[config.mk]
export PLATFORM = sky130hd
export DESIGN_NAME = bin_to_bcd_converter
export DESIGN_NICKNAME = d
export VERILOG_FILES = /design/src/rtl/bin_to_bcd_converter.sv
export SDC_FILE = /design/constraint.sdc
export NUM_CORES = 1
export LEC_CHECK = 0
export ABC_AREA = 1
export CAP_MARGIN = 20
export CORE_UTILIZATION = 25
export CTS_CLUSTER_DIAMETER = 40
export DETAILED_ROUTE_END_ITERATION = 10
export SETUP_SLACK_MARGIN = 0.05
export SYNTH_ARGS = -nofsm -noshare
export SYNTH_HDL_FRONTEND = slang
export SYNTH_SLANG_ARGS = --single-unit
[constraint.sdc]
create_clock -name Clk -period 1.3 [get_ports Clk]
set_clock_uncertainty 0.1 [all_clocks]
set_input_delay 0.39 -clock Clk [delete_from_list [all_inputs] [get_ports Clk]]
set_output_delay 0.39 -clock Clk [all_outputs]
set_load 0.005 [all_outputs]
[src/rtl/bin_to_bcd_converter.sv]
// Sequential double-dabble binary-to-BCD converter, one shift per clock, start/busy/done handshake.
// Optional macro LEADING_ZERO_BLANK_EN replaces leading zero digits with the blank code 4'hF.
module bin_to_bcd_converter #(
  parameter int BIN_WIDTH = 14,
  parameter int DIGITS    = 4
) (
  input  logic                  Clk,
  input  logic                  Reset,
  input  logic                  start,
  input  logic [BIN_WIDTH-1:0]  numInBinary,
  output logic [4*DIGITS-1:0]   bcdOut,
  output logic                  busy,
  output logic                  done,
  output logic                  overflow
);

  // Every 3 input bits need at most one decimal digit, so this always holds the full value.
  localparam int SCR_DIGITS = (((BIN_WIDTH + 2) / 3) > DIGITS) ? ((BIN_WIDTH + 2) / 3) : DIGITS;
  localparam int SCR_W      = 4 * SCR_DIGITS;
  localparam int OUT_W      = 4 * DIGITS;
  localparam int CNT_W      = $clog2(BIN_WIDTH + 1);

  function automatic logic [63:0] max_display(input int n);
    logic [63:0] v;
    v = 64'd1;
    for (int i = 0; i < n; i++) v = v * 64'd10;
    return v - 64'd1;
  endfunction

  localparam logic [63:0] MAX_VAL = max_display(DIGITS);

  typedef enum logic [1:0] {S_IDLE, S_SHIFT, S_DONE} state_t;

  state_t               state;
  logic [CNT_W-1:0]     count;
  logic [BIN_WIDTH-1:0] bin;
  logic [SCR_W-1:0]     scratch;
  logic [SCR_W-1:0]     adj;
  logic                 ovf_pend;
  logic [OUT_W-1:0]     result;

  always_comb begin
    adj = scratch;
    for (int i = 0; i < SCR_DIGITS; i++) begin
      if (scratch[4*i +: 4] >= 4'd5) adj[4*i +: 4] = scratch[4*i +: 4] + 4'd3;
    end
  end

  // Saturation wins over blanking: all-9s never contains a zero to blank.
  always_comb begin
    result = ovf_pend ? {DIGITS{4'h9}} : scratch[OUT_W-1:0];
`ifdef LEADING_ZERO_BLANK_EN
    begin
      logic lead;
      lead = 1'b1;
      for (int i = DIGITS - 1; i > 0; i--) begin
        if (lead && (result[4*i +: 4] == 4'h0)) result[4*i +: 4] = 4'hF;
        else lead = 1'b0;
      end
    end
`endif
  end

  always_ff @(posedge Clk) begin
    if (Reset) begin
      state    <= S_IDLE;
      count    <= '0;
      bin      <= '0;
      scratch  <= '0;
      ovf_pend <= 1'b0;
      bcdOut   <= '0;
      busy     <= 1'b0;
      done     <= 1'b0;
      overflow <= 1'b0;
    end else begin
      done <= 1'b0;
      case (state)
        S_IDLE: begin
          if (start) begin
            bin      <= numInBinary;
            scratch  <= '0;
            ovf_pend <= (64'(numInBinary) > MAX_VAL);
            count    <= CNT_W'(BIN_WIDTH);
            busy     <= 1'b1;
            state    <= S_SHIFT;
          end
        end
        S_SHIFT: begin
          scratch <= SCR_W'({adj, bin[BIN_WIDTH-1]});
          bin     <= {bin[BIN_WIDTH-2:0], 1'b0};
          count   <= count - CNT_W'(1);
          if (count == CNT_W'(1)) state <= S_DONE;
        end
        S_DONE: begin
          bcdOut   <= result;
          overflow <= ovf_pend;
          done     <= 1'b1;
          busy     <= 1'b0;
          state    <= S_IDLE;
        end
        default: state <= S_IDLE;
      endcase
    end
  end

endmodule

* Yosys cells after proc, flatten, opt, wreduce, memory -nomap -nowiden
Cells that the tools add are included.
Storage, ports and cells: bits in registers 60, input port bits 17, word-level logic and storage cells 51
Cells by class: add/sub/neg operators 6, order comparisons 6, equality and inequality tests 5, muxes and demuxes 18, reductions and logical operators 7
Operators by type and width (number):
- $pmux W20 S2 | 1
- $pmux W14 S2 | 1
- $ge A4 B3 Y1 const B | 5
- $mux W20 | 1
- $mux W4 | 5
- $add A4 B2 Y4 const B | 4
- $mux W16 | 1
- $gt A14 B14 Y1 const B | 1
- $mux W14 | 1
- $pmux W4 S2 | 1
- $reduce_and A2 Y1 | 4
- $eq A4 B1 Y1 const B | 1
- $mux W2 | 2
- $ne A2 B2 Y1 const B | 2
- $pmux W2 S2 | 1
- $reduce_bool A2 Y1 | 2
- $sub A4 B1 Y4 const B | 1
- $add A3 B2 Y3 const B | 1
- $mux W3 | 1
- $eq A2 B1 Y1 const B | 1
- $eq A2 B2 Y1 const B | 1
- $logic_not A2 Y1 | 1
- $mux W1 | 2
- $pmux W1 S2 | 1

* Depth between registers and ports, before layout
depth after elaboration 3, gate-level depth with buffers 8

* Worst setup path after synthesis
Ideal clock, no wire load.
path type in2reg, start input port Reset, end register bin[10], setup time 0.065 ns, data arrival time 1.168 ns, slack -0.033 ns, cell stages on the path 5, path buffers 2, cells stage by stage clkbuf_2 > inv_1 > clkbuf_1 > o21ai_0 > nor2_1
RTL lines:
- from (decl) | RTL line 8 | input logic Reset,
- to (signal assigned) | RTL line 80 | bin <= numInBinary;
- to (signal assigned) | RTL line 90 | bin <= {bin[BIN_WIDTH-2:0], 1'b0};
- to (decl) | RTL line 36 | logic [BIN_WIDTH-1:0] bin;

* Final worst setup path
start register state[0], end register bcdOut[7]
Between the ends: longest elaborated chain between the ends 1
Ends and longest elaborated chain:
- from (decl) | RTL line 34 | state_t state;
- from (signal assigned) | RTL line 66 | state <= S_IDLE;
- from (signal assigned) | RTL line 85 | state <= S_SHIFT;
- from (signal assigned) | RTL line 92 | if (count == CNT_W'(1)) state <= S_DONE;
- $eq A2 B2 Y1 | RTL line 77 | case (state)
- to (signal assigned) | RTL line 95 | bcdOut <= result;
- to (decl) | RTL line 11 | output logic [4*DIGITS-1:0] bcdOut,
No other way between the ends. A chain may end at the register's enable or synchronous reset.

==> out/summary.txt <==
Vias/cell: 4.43
Wire per inst: 11.7 um
Global route total overflow: 0
Clock buffer count from CTS: 5
Peak supply drop: 0.000426 V
Starting density of the core: 25.6%
Fin area: 0.00367 sq mm
Ant diodes: 0
Layout fillers: 1115
# IOs: 36
TritonRoute pass-1 iters: 4
Clock buffer depth: 2
Min-delay worst type: flop to flop
R2r startpoint: state[0]
P per Cell Area: 926 mW/mm^2
Flops & latches, synth: 56
Post-Syn Area: 0.00263 sq mm
Pleak: 1.71 nW
Tcrit/Tclk final: 97.9%
Max Cap Viol: 0
Clock sink count: 56
Clock root buffer: clkbuf_8
Setup slack after layout: 27.7 ps
Drt drc: 0
Critical Path Sink Type: flop
Die width: 105 um
Dpl cell area: 0.00332 sq mm
DR vias: 2502
Largest net degree at the start of global routing: 21
Setup violation total in the final timing report: 0
Synth Net Count: 380
Slew of the pin with the lowest slew margin: 343 ps
Die height: 105 um
CP arrival: 1360 ps
Post-synthesis cell count: 353
Worst Hold Launch: bin[0]
HPWL Detailed: 4430 um
Total GRT Usage: 12.8%
Synth unique cells: 26
I/O Buffers: 35
Layout area overhead: 39.6%
CP required: 1390 ps
DRT antenna net count: 0
Hold slack: 354 ps
Worst rel slew slack: 77.1%
Min Tclk post-route: 1270 ps
Critical path class: flop to flop
Critical path origin: state[0]
Vias in the first global route: 2490
Fmax: 0.786 GHz
Core Area: 0.0103 sq mm
GPL Wtd Cong: 0.785
Seq/Total Area, Yosys: 42.6%
RSZ-0062 raised after global routing: yes
Layout cell share with drive strength beyond 1: 40.6%
Full die area: 0.0109 sq mm
Most common cell after layout, fill and taps aside: nand2_1
Commonest cells after routing, fill and taps aside: nand2_1 (70), buf_4 (33), nor2_1 (31)
Row count: 37
Layout Utilization: 35.8%
H-tree Lvls: 2
Slew Viols, Final: 0
Fin. Hold Viols: 0
Initial DRC Count: 97
Synthesized area per cell: 7.46 sq um
Total detailed-routing wirelength: 6600 um
First-pass GRT wire length: 11300 um
Startpoint types: flop
Pre-CTS WS: -388 ps
Worst-Skew Late Latency: 300 ps
Initial antenna violation count: 0
TritonCTS clock tree: done
Crit Path Max Fanout: 5
Run status: finished clean
Nets: 455
Ys Warns: 0
Clock-pin slew on the worst setup and hold paths: 100 ps
==> layer usage <==
metal / up-vias / GRT usage [%] / share of wire [%]
met5: - / 0 / 0
met4: 0 / 4.53 / 1.9
met3: 12 / 2.62 / 3.1
met2: 41 / 22.1 / 49
met1: 1146 / 15.8 / 46
li1: 1303 / - / -
==> cells by family (layout without fill, tap and decap cells) <==
kind of cell | count (synthesis) | count (layout) | share of synthesized area, %
adder cells (fa/ha/maj) | 10 | 10 | 4.75
AND/OR/NAND/NOR | 173 | 174 | 29.1
flip-flops | 56 | 56 | 42.6
AO/OA/AOI/OAI | 66 | 66 | 14.3
buffers and inverters | 48 | 123 | 9.27
==> cell usage after synthesis <==
| master | n | area (sq um) |
|---|---|---|
| dfxtp_1 | 56 | 1120 |
| clkbuf_1 | 2 | 7.51 |
| nor2_4 | 4 | 45.0 |
| inv_1 | 31 | 116 |
| o211ai_1 | 3 | 22.5 |
| a21oi_1 | 17 | 85.1 |
| o21ai_0 | 34 | 170 |
| nand2_1 | 96 | 360 |
| buf_2 | 2 | 10.0 |
| o21ai_1 | 1 | 5.00 |
| buf_4 | 1 | 7.51 |
| a31oi_1 | 1 | 6.26 |
| nand2_4 | 1 | 11.3 |
| inv_4 | 1 | 6.26 |
| o21ai_2 | 10 | 87.6 |
| nand3_1 | 26 | 130 |
| inv_2 | 3 | 11.3 |
| ha_1 | 10 | 125 |
| nor3_1 | 2 | 10.0 |
| buf_6 | 5 | 56.3 |
| clkbuf_2 | 1 | 5.00 |
| nor2_1 | 32 | 120 |
| nor2_8 | 1 | 20.0 |
| nand4_1 | 11 | 68.8 |
| inv_6 | 1 | 8.76 |
| buf_8 | 1 | 15.0 |
==> registers in the layout, summed over array words and instances (netlist names) <==
register	count
count	4
busy	1
state	2
bcdOut	16
overflow	1
bin	14
scratch	16
ovf_pend	1
done	1
==> critical path, stage by stage, from the launching register on <==
cell and delay, ps:
dfxtp_2 330, buf_4 130, nor2_4 100, inv_2 50
nor2_4 130, buf_6 160, buf_6 100, a21oi_1 50
==> metrics by stage <==
step | std cells | setup TNS [ps] | power, mW
floorplan | 353 | 0 | 2.24
global placement | 545 | -15570 | 2.39
detailed placement | 545 | -15870 | 2.39
CTS | 561 | 0 | 3.42
global route | 565 | -816 | 3.60
finish | 565 | 0 | 3.40
==> path summary, 6_finish.rpt <==
check / slack [ps] / end / cells past startpoint
worst max-delay path: 30 / bcdOut[7] / 7
worst min-delay path: 350 / bin[0] / 2
worst max register to register: 30 / bcdOut[7] / 7
worst min register to register: 350 / bin[0] / 2
==> report_power, final <==
part           switching, mW  internal [mW]  total, mW  leakage [nW]
logic                  0.334          0.249      0.583          1.20
clock network          0.543          0.437      0.980        0.0455
registers             0.0439           1.80       1.84         0.470
==> area by class of cell <==
cell class	instances	area [sq um]	share of cell area, %
sequential	56	1160	31.6
timing repair inverter	1	6.26	0.170
inverter	36	148	4.02
multi-input combinational	250	1460	39.7
timing repair buffer	78	643	17.5
clock buffer	8	90.1	2.45
tap	136	170	4.63
==> timing repair <==
action / in CTS / in global routing
gates cloned: 2 / 1
pin swaps: 7 / 13
endpoints found under the hold margin: 0 / 0
resized for setup: 121 / 66
buffers inserted: 6 / 3
hold buffers: 0 / 0
endpoints found under the setup margin: 56 / 62
(Power assumes the default switching activity.)
